## src/rtl/card_dealer.sv

```systemverilog
// Card source for the blackjack controller: deals one card per request from a
// tracked 52-card shoe (four of each rank), with no repeats until a reshuffle.
module card_dealer #(
  parameter logic [15:0] LFSR_SEED      = 16'hACE1,
  parameter int          MAX_TRIES      = 8,
  parameter bit          AUTO_RESHUFFLE = 1'b1
) (
  input  logic       CLOCK_50,
  input  logic       reset,
  input  logic       card_req,
  input  logic       shuffle,
  output logic       busy,
  output logic       card_valid,
  output logic [3:0] card_rank,
  output logic [3:0] card_points,
  output logic       is_ace,
  output logic [5:0] cards_left,
  output logic       deck_empty,
  output logic       draw_err
);

  typedef enum logic [2:0] {IDLE, REFILL, DRAW, SCAN, DELIVER} state_t;

  state_t      state;
  logic [15:0] lfsr;
  logic [2:0]  cnt [0:12];
  logic [7:0]  tries;

  logic [3:0]  cand;
  logic        cand_hit;
  logic [3:0]  scan_idx;
  logic        refill_now;
  logic        take_now;
  logic [3:0]  take_idx;
  logic [3:0]  take_rank;

  function automatic logic [3:0] points_of(input logic [3:0] rank);
    return (rank >= 4'd10) ? 4'd10 : rank;
  endfunction

  assign cand       = lfsr[3:0];
  assign deck_empty = (cards_left == 6'd0);
  assign take_rank  = take_idx + 4'd1;

  // NOTE: every always_comb output gets a default first, so no path can infer a latch.
  always_comb begin
    cand_hit = 1'b0;
    if (cand < 4'd13) cand_hit = (cnt[cand] != 3'd0);
  end

  // Lowest nonzero rank wins: scan downward so the last assignment is the lowest.
  always_comb begin
    scan_idx = 4'd0;
    for (int i = 12; i >= 0; i--) begin
      if (cnt[i] != 3'd0) scan_idx = 4'(i);
    end
  end

  // A shuffle refills in every state; it also wins over a same-cycle take.
  always_comb begin
    refill_now = shuffle || (state == REFILL);
    take_now   = !shuffle && (((state == DRAW) && cand_hit) || (state == SCAN));
    take_idx   = (state == SCAN) ? scan_idx : cand;
  end

  // NOTE: sequential state uses non-blocking assignments so all registers update together.
  always_ff @(posedge CLOCK_50 or posedge reset) begin
    if (reset) lfsr <= LFSR_SEED;
    else       lfsr <= {lfsr[14:0], lfsr[15] ^ lfsr[13] ^ lfsr[12] ^ lfsr[10]};
  end

  // NOTE: the rank counters are plain flops, not a RAM, so resetting them to a full shoe is cheap and safe.
  always_ff @(posedge CLOCK_50 or posedge reset) begin
    if (reset) begin
      for (int i = 0; i < 13; i++) cnt[i] <= 3'd4;
      cards_left <= 6'd52;
    end else if (refill_now) begin
      for (int i = 0; i < 13; i++) cnt[i] <= 3'd4;
      cards_left <= 6'd52;
    end else if (take_now) begin
      cnt[take_idx] <= cnt[take_idx] - 3'd1;
      cards_left    <= cards_left - 6'd1;
    end
  end

  always_ff @(posedge CLOCK_50 or posedge reset) begin
    if (reset) begin
      state       <= IDLE;
      tries       <= 8'd0;
      busy        <= 1'b0;
      card_valid  <= 1'b0;
      draw_err    <= 1'b0;
      card_rank   <= 4'd0;
      card_points <= 4'd0;
      is_ace      <= 1'b0;
    end else begin
      card_valid <= 1'b0;
      draw_err   <= 1'b0;
      if (take_now) begin
        card_rank   <= take_rank;
        card_points <= points_of(take_rank);
        is_ace      <= (take_idx == 4'd0);
      end
      case (state)
        IDLE: begin
          if (card_req) begin
            if (shuffle || cards_left != 6'd0) begin
              state <= DRAW;
              tries <= 8'd0;
              busy  <= 1'b1;
            end else if (AUTO_RESHUFFLE) begin
              state <= REFILL;
              busy  <= 1'b1;
            end else begin
              draw_err <= 1'b1;
            end
          end
        end
        REFILL: begin
          tries <= 8'd0;
          if (shuffle) begin
            state <= IDLE;
            busy  <= 1'b0;
          end else begin
            state <= DRAW;
          end
        end
        DRAW: begin
          if (shuffle) begin
            state <= IDLE;
            busy  <= 1'b0;
          end else if (cand_hit) begin
            state      <= DELIVER;
            card_valid <= 1'b1;
          end else if (tries == 8'(MAX_TRIES)) begin
            state <= SCAN;
          end else begin
            tries <= tries + 8'd1;
          end
        end
        SCAN: begin
          if (shuffle) begin
            state <= IDLE;
            busy  <= 1'b0;
          end else begin
            state      <= DELIVER;
            card_valid <= 1'b1;
          end
        end
        DELIVER: begin
          state <= IDLE;
          busy  <= 1'b0;
        end
        default: begin
          state <= IDLE;
          busy  <= 1'b0;
        end
      endcase
    end
  end

endmodule

```

## config.mk

```make
export PLATFORM = sky130hd
export DESIGN_NAME = card_dealer
export DESIGN_NICKNAME = d
export VERILOG_FILES = /design/src/rtl/card_dealer.sv
export SDC_FILE = /design/constraint.sdc
export NUM_CORES = 1
export LEC_CHECK = 0
export ABC_CLOCK_PERIOD_IN_PS = 3800
export BUFFER_PORTS_ARGS = -buffer_cell sky130_fd_sc_hd__clkbuf_2
export CORE_MARGIN = 2
export CORE_UTILIZATION = 51
export CTS_CLUSTER_DIAMETER = 30
export DETAILED_ROUTE_END_ITERATION = 10
export GPL_TIMING_DRIVEN = 0
export PLACE_DENSITY_LB_ADDON = 0.08
export SYNTH_ARGS = -nofsm -noshare
export SYNTH_HDL_FRONTEND = slang
export SYNTH_SLANG_ARGS = --single-unit
```

## constraint.sdc

```tcl
create_clock -name CLOCK_50 -period 3.8 [get_ports CLOCK_50]
set_clock_uncertainty 0.15 [all_clocks]
set_input_delay 0.19 -clock CLOCK_50 [delete_from_list [all_inputs] [get_ports CLOCK_50]]
set_output_delay 0.19 -clock CLOCK_50 [all_outputs]
set_load 0.01 [all_outputs]
```

# [Word-level counts from Yosys, hierarchy flattened]
# Index checks and enable logic that the tools add are counted.
[word_totals] inputBits=4 out_inout_bits=19 elab_cells=128 ff_bits=83
[classes] add_sub_neg=4 order_cmp=5 muxes=50 n_eq_ne=11 bitwise_logic=5 n_reduce_logical=31
[ops] operator="39-bit two-way mux" count=2
[ops] operator="4-bit two-way mux" count=15
[ops] operator="3-bit nonzero test" count=15
[ops] operator="8-bit two-way mux" count=5
[ops] operator="39-bit bitwise mux" count=1
[ops] operator="3-bit two-way mux" count=10
[ops] operator="3-bit binary-select mux with 4-bit select" count=2
[ops] operator="8-bit case mux with 3 select lines" count=1
[ops] operator="3-bit demux with 4-bit select" count=1
[ops] operator="6-bit two-way mux" count=2
[ops] operator="3-bit case mux with 4 select lines" count=1
[ops] operator="5-bit greater-or-equal comparator (second input constant)" count=2
[ops] operator="2-bit != test (second input constant)" count=5
[ops] operator="4-bit NOT with 5-bit output" count=2
[ops] operator="8-bit by 1-bit adder with 8-bit output (second input constant)" count=1
[ops] operator="8-bit by 4-bit equality test with 1-bit output (second input constant)" count=1
[ops] operator="3-bit by 2-bit equality test with 1-bit output (second input constant)" count=2
[ops] operator="6-bit zero test" count=1
[ops] operator="1-bit two-way mux" count=6
[ops] operator="6-bit AND reduction" count=1
[ops] operator="6-bit nonzero test" count=1
[ops] operator="6-bit by 1-bit subtractor with 6-bit output (second input constant)" count=1
[ops] operator="5-bit by 1-bit less-than comparator with 1-bit output (second input constant)" count=1
[ops] operator="4-bit by 1-bit adder with 4-bit output (second input constant)" count=1
[ops] operator="other kinds (17)" count=26

# [Logic depth before layout (Yosys ltp)]
# Gate-level depths: netlist of run 1.
[depth] depth_word=23 ltp_mapped=16 depth_no_buf=13

# [Worst setup path before layout of run 1]
# Ideal clock, no wire load.
[synth_timing] path_type="flip-flop to flip-flop" start="reg cnt[21] in the netlist's numbering" end="reg cnt[16] in the netlist's numbering" arrival_ns=3.434 t_required_ns=3.518 path_buffers=2 synth_period_minus_slack_ns=3.715 slack_ns=0.085 setup_time_ns=0.132 stages_incl_launch_ff=15 path_cell_list="dfrtp_1 -> nor3_1 -> o41ai_1 -> a221oi_1 -> a21oi_4 -> inv_4 -> buf_6 -> mux4_2 -> a22oi_2 -> nor3b_2 -> ha_1 -> clkbuf_1 -> nor2_1 -> a21oi_1 -> nor2_1"
[synth_via] elab_chain_len=16 word_cells_on_any_way=30 classes_between="add/sub: 1; order compare: 2; mux: 19; bitwise: 1; reduce/logical: 7"
[synth_rtl] item="start, declared" line_no="26" text="logic [2:0] cnt [0:12];"
[synth_rtl] item="start signal, assigned by index" line_no="81" text="cnt[take_idx] <= cnt[take_idx] - 3'd1;"
[synth_rtl] item="3-bit nonzero test" line_no="55" text="if (cnt[i] != 3'd0) scan_idx = 4'(i);"
[synth_rtl] item="4-bit two-way mux (6 in series)" line_no="55"
[synth_rtl] item="4-bit two-way mux" line_no="63" text="take_idx = (state == SCAN) ? scan_idx : cand;"
[synth_rtl] item="4-bit NOT with 5-bit output (implied by the code)" line_no="81"
[synth_rtl] item="3-bit binary-select mux with 4-bit select, or another cell as far along" line_no="81"
[synth_rtl] item="3-bit two-way mux (implied by the code) / 1-bit logical AND (equally long branches)" line_no="81"
[synth_rtl] item="3-bit two-way mux (implied by the code)" line_no="81"
[synth_rtl] item="3-bit by 1-bit subtractor with 3-bit output / 3-bit demux with 4-bit select (equally long branches)" line_no="81"
[synth_rtl] item="39-bit bitwise mux" line_no="81"
[synth_rtl] item="39-bit two-way mux" line_no="80" text="end else if (take_now) begin"
[synth_rtl] item="39-bit two-way mux" line_no="77" text="end else if (refill_now) begin"
# Parallel ways exist; a longest one is shown, timed or not. The select of a mux whose other input is x is not followed.
# A chain may end at the register's enable or synchronous reset.

# [Final worst setup path of run 1]
[layout_timing] start="reg state[2]" end="reg cnt[16] in the netlist's numbering"
[layout_via] elab_chain_len=10 word_cells_on_any_way=22 classes_between="add/sub: 1; order compare: 2; eq/ne: 3; mux: 9; bitwise: 1; reduce/logical: 6"
[layout_rtl] item="start, declared" line_no="24" text="state_t state;"
[layout_rtl] item="start signal, assigned" line_no="88" text="state <= IDLE;"
[layout_rtl] item="start signal, assigned" line_no="108" text="state <= DRAW;"
[layout_rtl] item="start signal, assigned" line_no="112" text="state <= REFILL;"
[layout_rtl] item="3-bit by 2-bit equality test with 1-bit output" line_no="62, 63"
[layout_rtl] item="4-bit two-way mux" line_no="63"
[layout_rtl] item="4-bit NOT with 5-bit output (implied by the code)" line_no="81"
[layout_rtl] item="3-bit binary-select mux with 4-bit select, or another cell as far along" line_no="81"
[layout_rtl] item="3-bit two-way mux (implied by the code) / 1-bit logical AND (equally long branches)" line_no="81"
[layout_rtl] item="3-bit two-way mux (implied by the code)" line_no="81"
[layout_rtl] item="3-bit by 1-bit subtractor with 3-bit output / 3-bit demux with 4-bit select (equally long branches)" line_no="81"
[layout_rtl] item="39-bit bitwise mux" line_no="81"
[layout_rtl] item="39-bit two-way mux" line_no="80"
[layout_rtl] item="39-bit two-way mux" line_no="77"
# Parallel ways exist; a longest one is shown, timed or not. The select of a mux whose other input is x is not followed.

==> results.sh, run 1 <==
export IMPL_status="complete, no violations"
export IMPL_final_core_util_pct=59.1
export IMPL_die_area_um2=9500
export IMPL_ir_drop_uv=253
export IMPL_synth_seq_cells=83
export IMPL_power_internal_mw=1.55
export IMPL_dr_total_vias=3543
export IMPL_io_buffers=20
export IMPL_grt_max_degree=48
export IMPL_crit_type="flip-flop to flip-flop"
export IMPL_grt_usage_pct=23.1
export IMPL_finalMaxSlewViolations=0
export IMPL_yosys_warnings=0
export IMPL_clock_power_share_pct=27.5
export IMPL_ant_nets=0
export IMPL_p_comb_share_pct=29.6
export IMPL_cts_buffers=9
export IMPL_die_h_um=97.5
export IMPL_cts_buffer_depth=2
export IMPL_diodes=0
export IMPL_core_area_um2=8590
export IMPL_instances_no_fill=603
export IMPL_worst_pin_slew_ns=0.657
export IMPL_vias_per_cell=5.88
export IMPL_hold_path_class="flip-flop to flip-flop"
export IMPL_min_period_ns=3.65
export IMPL_clk_pin_slew_ns=0.09
export IMPL_grt_pass1_wl_um=17400
export IMPL_nets=504
export IMPL_area_growth_syn_to_layout_pct=14.0
export IMPL_synthCells=447
export IMPL_place_ws_ns=-1.10
export IMPL_p_leak_nw=2.17
export IMPL_critPathMaxFanout=11
export IMPL_grt_pass1_vias=3371
export IMPL_antenna_found_initial=0
export IMPL_drcViolationCount=0
export IMPL_drt_pass1_iterations=6
export IMPL_min_delay_start="lfsr[8]"
export IMPL_h_tree_depth=3
export IMPL_switching_power_mw=0.867
export IMPL_drt_iter0_drc=209
export IMPL_die_x_um=97.5
export IMPL_fillCellCount=753
export IMPL_r2r_start="state[2]"
export IMPL_rows=34
export IMPL_maxCapViolations=0
export IMPL_cts_tree="built"
export IMPL_final_hold_viol_count=0
export IMPL_setup_ws_ns=0.147
export IMPL_startpoint="state[2]"
export IMPL_worst_setup_path_end_kind="flip-flop"
export IMPL_root_buffer="clkbuf_8"
export IMPL_worstPathRequired_ns=3.95
export IMPL_wl_per_cell_um=17.6
export IMPL_cts_sinks=83
export IMPL_synth_net_count=461
export IMPL_syn_cell_area_um2=4460
export IMPL_synth_edf_count=0
export IMPL_start_util_pct=51.9
export IMPL_pwr_share_seq_pct=43.0
export IMPL_synthArstFlopShare_pct=100
export IMPL_grt_remaining_overflow=0
export IMPL_start_kind="flip-flop"
export IMPL_period_share_pct=96.1
export IMPL_syn_avg_cell_area_um2=9.97
export IMPL_p_sw_share_pct=35.8
export IMPL_ys_seq_area_share_pct=47.3
export IMPL_dp_cells=576
export IMPL_dp_hpwl_um=7720
export IMPL_globalplace_congestion=0.922
export IMPL_cp_arrival_ns=3.80
export IMPL_relSlewSlack_pct=55.8
export IMPL_ys_types=63
export IMPL_synthFlopType="dfrtp_1"
export IMPL_wirelength_um=10600
export IMPL_clock_latency_ns=0.36
export IMPL_drive_gt1_share_pct=23.4
export IMPL_power_density_nw_per_um2=476
export IMPL_setup_viol=0
export IMPL_fmax_mhz=274
export IMPL_io_pins=23
state kept, by name, indices dropped and copies added (netlist names):
signal,count
cnt,39
busy,1
is_ace,1
card_rank,4
tries,8
lfsr,16
card_valid,1
card_points,4
state,3
cards_left,6
cells in the mapped netlist, types with 3 or more instances:
library cell	n	share of area, %
mux4_1	3	1.8
buf_6	3	0.76
o21ai_2	9	1.8
o31ai_1	3	0.51
nand3_1	16	1.8
dfrtp_1	59	33
or3_1	11	1.5
a21o_1	5	0.84
nor4_1	4	0.56
nor2_1	50	4.2
ha_1	10	2.8
nand2_1	48	4.0
nand2b_1	4	0.56
mux4_2	5	2.5
mux2i_1	11	2.5
a211oi_1	20	3.4
dfstp_2	24	14
clkbuf_1	12	1.0
nand4_1	5	0.70
nor2b_1	6	0.84
nor3_2	3	0.67
a21oi_1	23	2.6
and4_1	3	0.59
inv_1	12	1.0
xor2_1	8	1.6
a22o_1	3	0.59
nor3_1	22	2.5
xnor2_1	4	0.79
o21ai_0	18	2.0
per-stage QoR:
step | TNS, ns | hold WS, ns | power, mW | cell area, µm²
2_1_floorplan | 0 | 0.181 | 1.52 | 4460
3_3_place_gp | -20.54 | 0.185 | 1.73 | 4690
3_5_place_dp | -20.70 | 0.0867 | 1.74 | 4720
4_1_cts | 0 | 0.210 | 2.41 | 5020
5_1_grt | -0.00566 | 0.217 | 2.55 | 5080
6_report | 0 | 0.207 | 2.42 | 5080
cell families (layout without fill, tap and decap cells):
logic type / after synthesis / count (layout) / share of synthesized area, %
DFF: 83 / 83 / 47.3
buffers and inverters: 32 / 80 / 3.51
xor gates and xnor gates: 13 / 13 / 2.72
muxes: 22 / 22 / 7.61
AOI/OAI and AO/OA: 100 / 100 / 15.3
adders and majority gates: 10 / 10 / 2.81
and+or+nand+nor: 186 / 186 / 20.7
other: 1 / 1 / 0.0841
final cells by class:
type / count / area (µm²) / share of cell area (%)
plain buffers: 18 / 104 / 2.04
clock buffers: 10 / 138 / 2.71
clock inverters: 6 / 71.3 / 1.40
inverters: 14 / 62.6 / 1.23
multi-input cells: 332 / 2250 / 44.3
flip-flops and latches: 83 / 2110 / 41.5
well taps: 108 / 135 / 2.66
repair buffers: 32 / 215 / 4.24
critical path, stage by stage (launching register included):
cell and delay, ns:
dfrtp_1 0.48, nand3b_1 0.32, a221oi_2 0.33, buf_4 0.17, a21oi_4 0.07, inv_4 0.13
buf_6 0.19, mux4_2 0.50, and2_1 0.25, nor3b_2 0.24, ha_1 0.32, buf_6 0.18
nor2_1 0.10, a21oi_1 0.05, nor2_1 0.09
layout by cell type (no fill, tap or decap), types with 5 or more instances in the layout:
| cell type | Yosys | final |
|---|---|---|
| ha_1 | 10 | 10 |
| dfrtp_1 | 59 | 59 |
| o21ai_2 | 9 | 9 |
| mux4_2 | 5 | 5 |
| buf_4 | 1 | 10 |
| a211oi_1 | 20 | 20 |
| clkbuf_2 | 0 | 20 |
| nor2b_1 | 6 | 5 |
| nand4_1 | 5 | 5 |
| nand2_1 | 48 | 48 |
| dfstp_2 | 24 | 24 |
| o21ai_0 | 18 | 18 |
| a21oi_1 | 23 | 23 |
| or3_1 | 11 | 11 |
| xor2_1 | 8 | 8 |
| nor2_1 | 50 | 50 |
| a21o_1 | 5 | 5 |
| mux2i_1 | 11 | 11 |
| nand3_1 | 16 | 16 |
| clkbuf_1 | 12 | 11 |
| nor3_1 | 22 | 18 |
| inv_1 | 12 | 11 |
| clkbuf_8 | 0 | 10 |
timing repair:
item                                   4_1_cts  5_1_grt
setup endpoints to repair                   29       21
pin swaps                                    3        4
endpoints found under the hold margin       23        0
buffers inserted                             4        5
hold buffers                                 2        0
resized for setup                            7        8
worst paths after layout:
path                                  to  slack (ns)  cells past startpoint
min in group asynchronous       tries[2]        0.24                      3
worst min register to register   lfsr[9]        0.21                      0
max in group asynchronous        cnt[20]        2.60                      4
worst min-delay path             lfsr[9]        0.21                      0
worst max register to register   cnt[16]        0.15                     14
worst max-delay path             cnt[16]        0.15                     14
power by group through the flow:
stage / combinational (mW) / clock [mW] / sequential [mW]
after CTS: 0.696 / 0.677 / 1.04
after detailed placement: 0.690 / 0 / 1.05
after floorplan: 0.471 / 0 / 1.05
after global placement: 0.678 / 0 / 1.05
after global routing: 0.786 / 0.710 / 1.05
final: 0.716 / 0.665 / 1.04
per-layer routing:
| layer | track usage, % | share of wire, % | vias to the layer above |
|---|---|---|---|
| met1 | 33.2 | 46 | 1720 |
| met2 | 34.2 | 47 | 109 |
| met4 | 8.12 | 1.6 | 0 |
| met3 | 5.90 | 5.3 | 17 |
| li1 | - | - | 1697 |
| met5 | 0 | 0 | - |
Power figures use the tool's default switching activity.
==> inputs of run 2 (changes only) <==
CELL_PAD_IN_SITES_DETAIL_PLACEMENT = 1   (was default)
CELL_PAD_IN_SITES_GLOBAL_PLACEMENT = 1   (was default)
CORE_UTILIZATION = 44   (was 51)
==> run 2 against run 1 <==
- clock power grew 6.3%
- fmax increased by 0.72%
- sequential share of layout area decreased by 0.65 points
- largest power group unchanged
- highest routed layer unchanged
==> results.sh, run 2 (same netlist as run 1, synthesis figures left out) <==
export IMPL_cts_buffer_depth=2
export IMPL_grt_max_degree=61
export IMPL_period_share_pct=95.4
export IMPL_maxCapViolations=0
export IMPL_hold_path_class="input port to asynchronous set/reset pin"
export IMPL_nets=502
export IMPL_grt_usage_pct=24.2
export IMPL_grt_pass1_vias=3837
export IMPL_p_leak_nw=2.18
export IMPL_wirelength_um=12300
export IMPL_path_buf_inv=3
export IMPL_largest_reg_flops=39
export IMPL_startpoint="cnt[6]"
export IMPL_power_density_nw_per_um2=493
export IMPL_final_hold_viol_count=0
export IMPL_min_period_ns=3.63
export IMPL_globalplace_congestion=0.835
export IMPL_slowest_stage="mux4_1"
export IMPL_status="complete, no violations"
export IMPL_start_util_pct=45.4
export IMPL_ant_nets=0
export IMPL_core_area_um2=9820
export IMPL_final_common_cell="dfrtp_1"
export IMPL_cts_buffers=9
export IMPL_wl_per_cell_um=19.6
export IMPL_drcViolationCount=0
export IMPL_root_buffer="clkbuf_8"
export IMPL_drt_iter0_drc=120
export IMPL_rsz0062_at_grt="no"
export IMPL_die_x_um=105
export IMPL_finish_instance_area_um2=5160
export IMPL_drive_gt1_share_pct=24.3
export IMPL_setup_viol=0
export IMPL_h_tree_depth=3
export IMPL_area_growth_syn_to_layout_pct=15.8
export IMPL_grt_remaining_overflow=0
export IMPL_clk_pin_slew_ns=0.09
export IMPL_layout_common_cells="dfrtp_1, nor2_1, nand2_1"
export IMPL_final_core_util_pct=52.6
export IMPL_start_kind="flip-flop"
export IMPL_dp_hpwl_um=8810
export IMPL_fmax_mhz=276
export IMPL_vias_per_cell=5.80
export IMPL_critPathMaxFanout=11
export IMPL_whs_ns=0.184
export IMPL_cp_arrival_ns=3.75
export IMPL_path_delay_family="simple AND/OR/NAND/NOR gates"
export IMPL_worst_pin_slew_ns=0.866
export IMPL_crit_type="flip-flop to flip-flop"
export IMPL_die_h_um=105
export IMPL_crit_chain="or3_1 > o21ai_1 > nand4_1 > a21oi_4 > inv_4 > buf_6 > mux2i_1 > mux4_1 > nand2_1 > o31ai_1 > ha_4 > xnor2_2 > buf_6 > a21oi_2"
export IMPL_top_regs="cnt x39, lfsr x16, tries x8"
export IMPL_clock_latency_ns=0.37
export IMPL_r2r_start="cnt[6]"
export IMPL_die_area_um2=11000
export IMPL_diodes=0
export IMPL_ir_drop_uv=491
export IMPL_worstPathRequired_ns=3.92
export IMPL_relSlewSlack_pct=41.7
export IMPL_worst_setup_path_end_kind="flip-flop"
export IMPL_finalMaxSlewViolations=0
export IMPL_drt_pass1_iterations=4
export IMPL_cts_tree="built"
export IMPL_max_flop_register="cnt"
export IMPL_placed_area_um2=4750
export IMPL_io_pins=23
export IMPL_cts_sinks=83
export IMPL_cpPeakStageDelay_ns=0.50
export IMPL_rows=36
export IMPL_grt_pass1_wl_um=20600
export IMPL_timing_critical_path_mode_cell="buf_6"
export IMPL_antenna_found_initial=0
export IMPL_dr_total_vias=3632
export IMPL_io_buffers=20
run 2: report_power, final:
| group | internal, mW | switching (mW) |
|---|---|---|
| Sequential | 0.965 | 0.0716 |
| Clock | 0.371 | 0.336 |
| Combinational | 0.303 | 0.498 |
run 2: layout make-up:
type | count | area (µm²)
clock inverters | 6 | 88.8
clock buffers | 10 | 128
inverters | 14 | 62.6
repair buffers | 30 | 200
flip-flops and latches | 83 | 2110
multi-input cells | 332 | 2300
plain buffers | 18 | 108
well taps | 133 | 166
fillers | 1143 | 4660
run 2: worst register-to-register path, stage by stage, from the launching register on:
cell and delay [ns]:
dfrtp_1 0.43, or3_1 0.44, o21ai_1 0.19, nand4_1 0.19
a21oi_4 0.23, inv_4 0.09, buf_6 0.17, mux2i_1 0.14
mux4_1 0.50, nand2_1 0.10, o31ai_1 0.12, ha_4 0.20
xnor2_2 0.27, buf_6 0.24, a21oi_2 0.07
run 2: timing repair:
action,4_1_cts,5_1_grt
hold buffers,2,0
gates resized for setup,10,14
pin swaps,4,3
hold endpoints to repair,25,0
endpoints found under the setup margin,33,26
setup buffers,3,4
run 2: layer usage:
layer,global-route usage [%],part of all wire [%],up-vias
met4,8.29,1.7,0
met5,0,0,-
met3,4.12,2.6,14
met2,39.3,49,50
li1,-,-,1695
met1,32.9,46,1873
run 2: worst paths after layout:
| kind | to | slack [ns] | cells after the start |
|---|---|---|---|
| max in group asynchronous | cnt[26] | 2.65 | 4 |
| max | cnt[38] | 0.17 | 14 |
| min in group CLOCK_50 | lfsr[10] | 0.21 | 0 |
| min | tries[2] | 0.18 | 3 |
| max reg2reg | cnt[38] | 0.17 | 14 |
| min reg2reg | lfsr[10] | 0.21 | 0 |
run 2: metrics by stage:
step           TNS (ns)  setup WS [ns]  power (mW)  cells
3_5_place_dp     -24.36          -1.29        1.78    601
4_1_cts               0       0.000118        2.52    622
3_3_place_gp     -23.12          -1.23        1.76    600
2_1_floorplan         0         0.0846        1.52    447
6_report              0          0.173        2.54    626
5_1_grt               0         0.0110        2.69    626
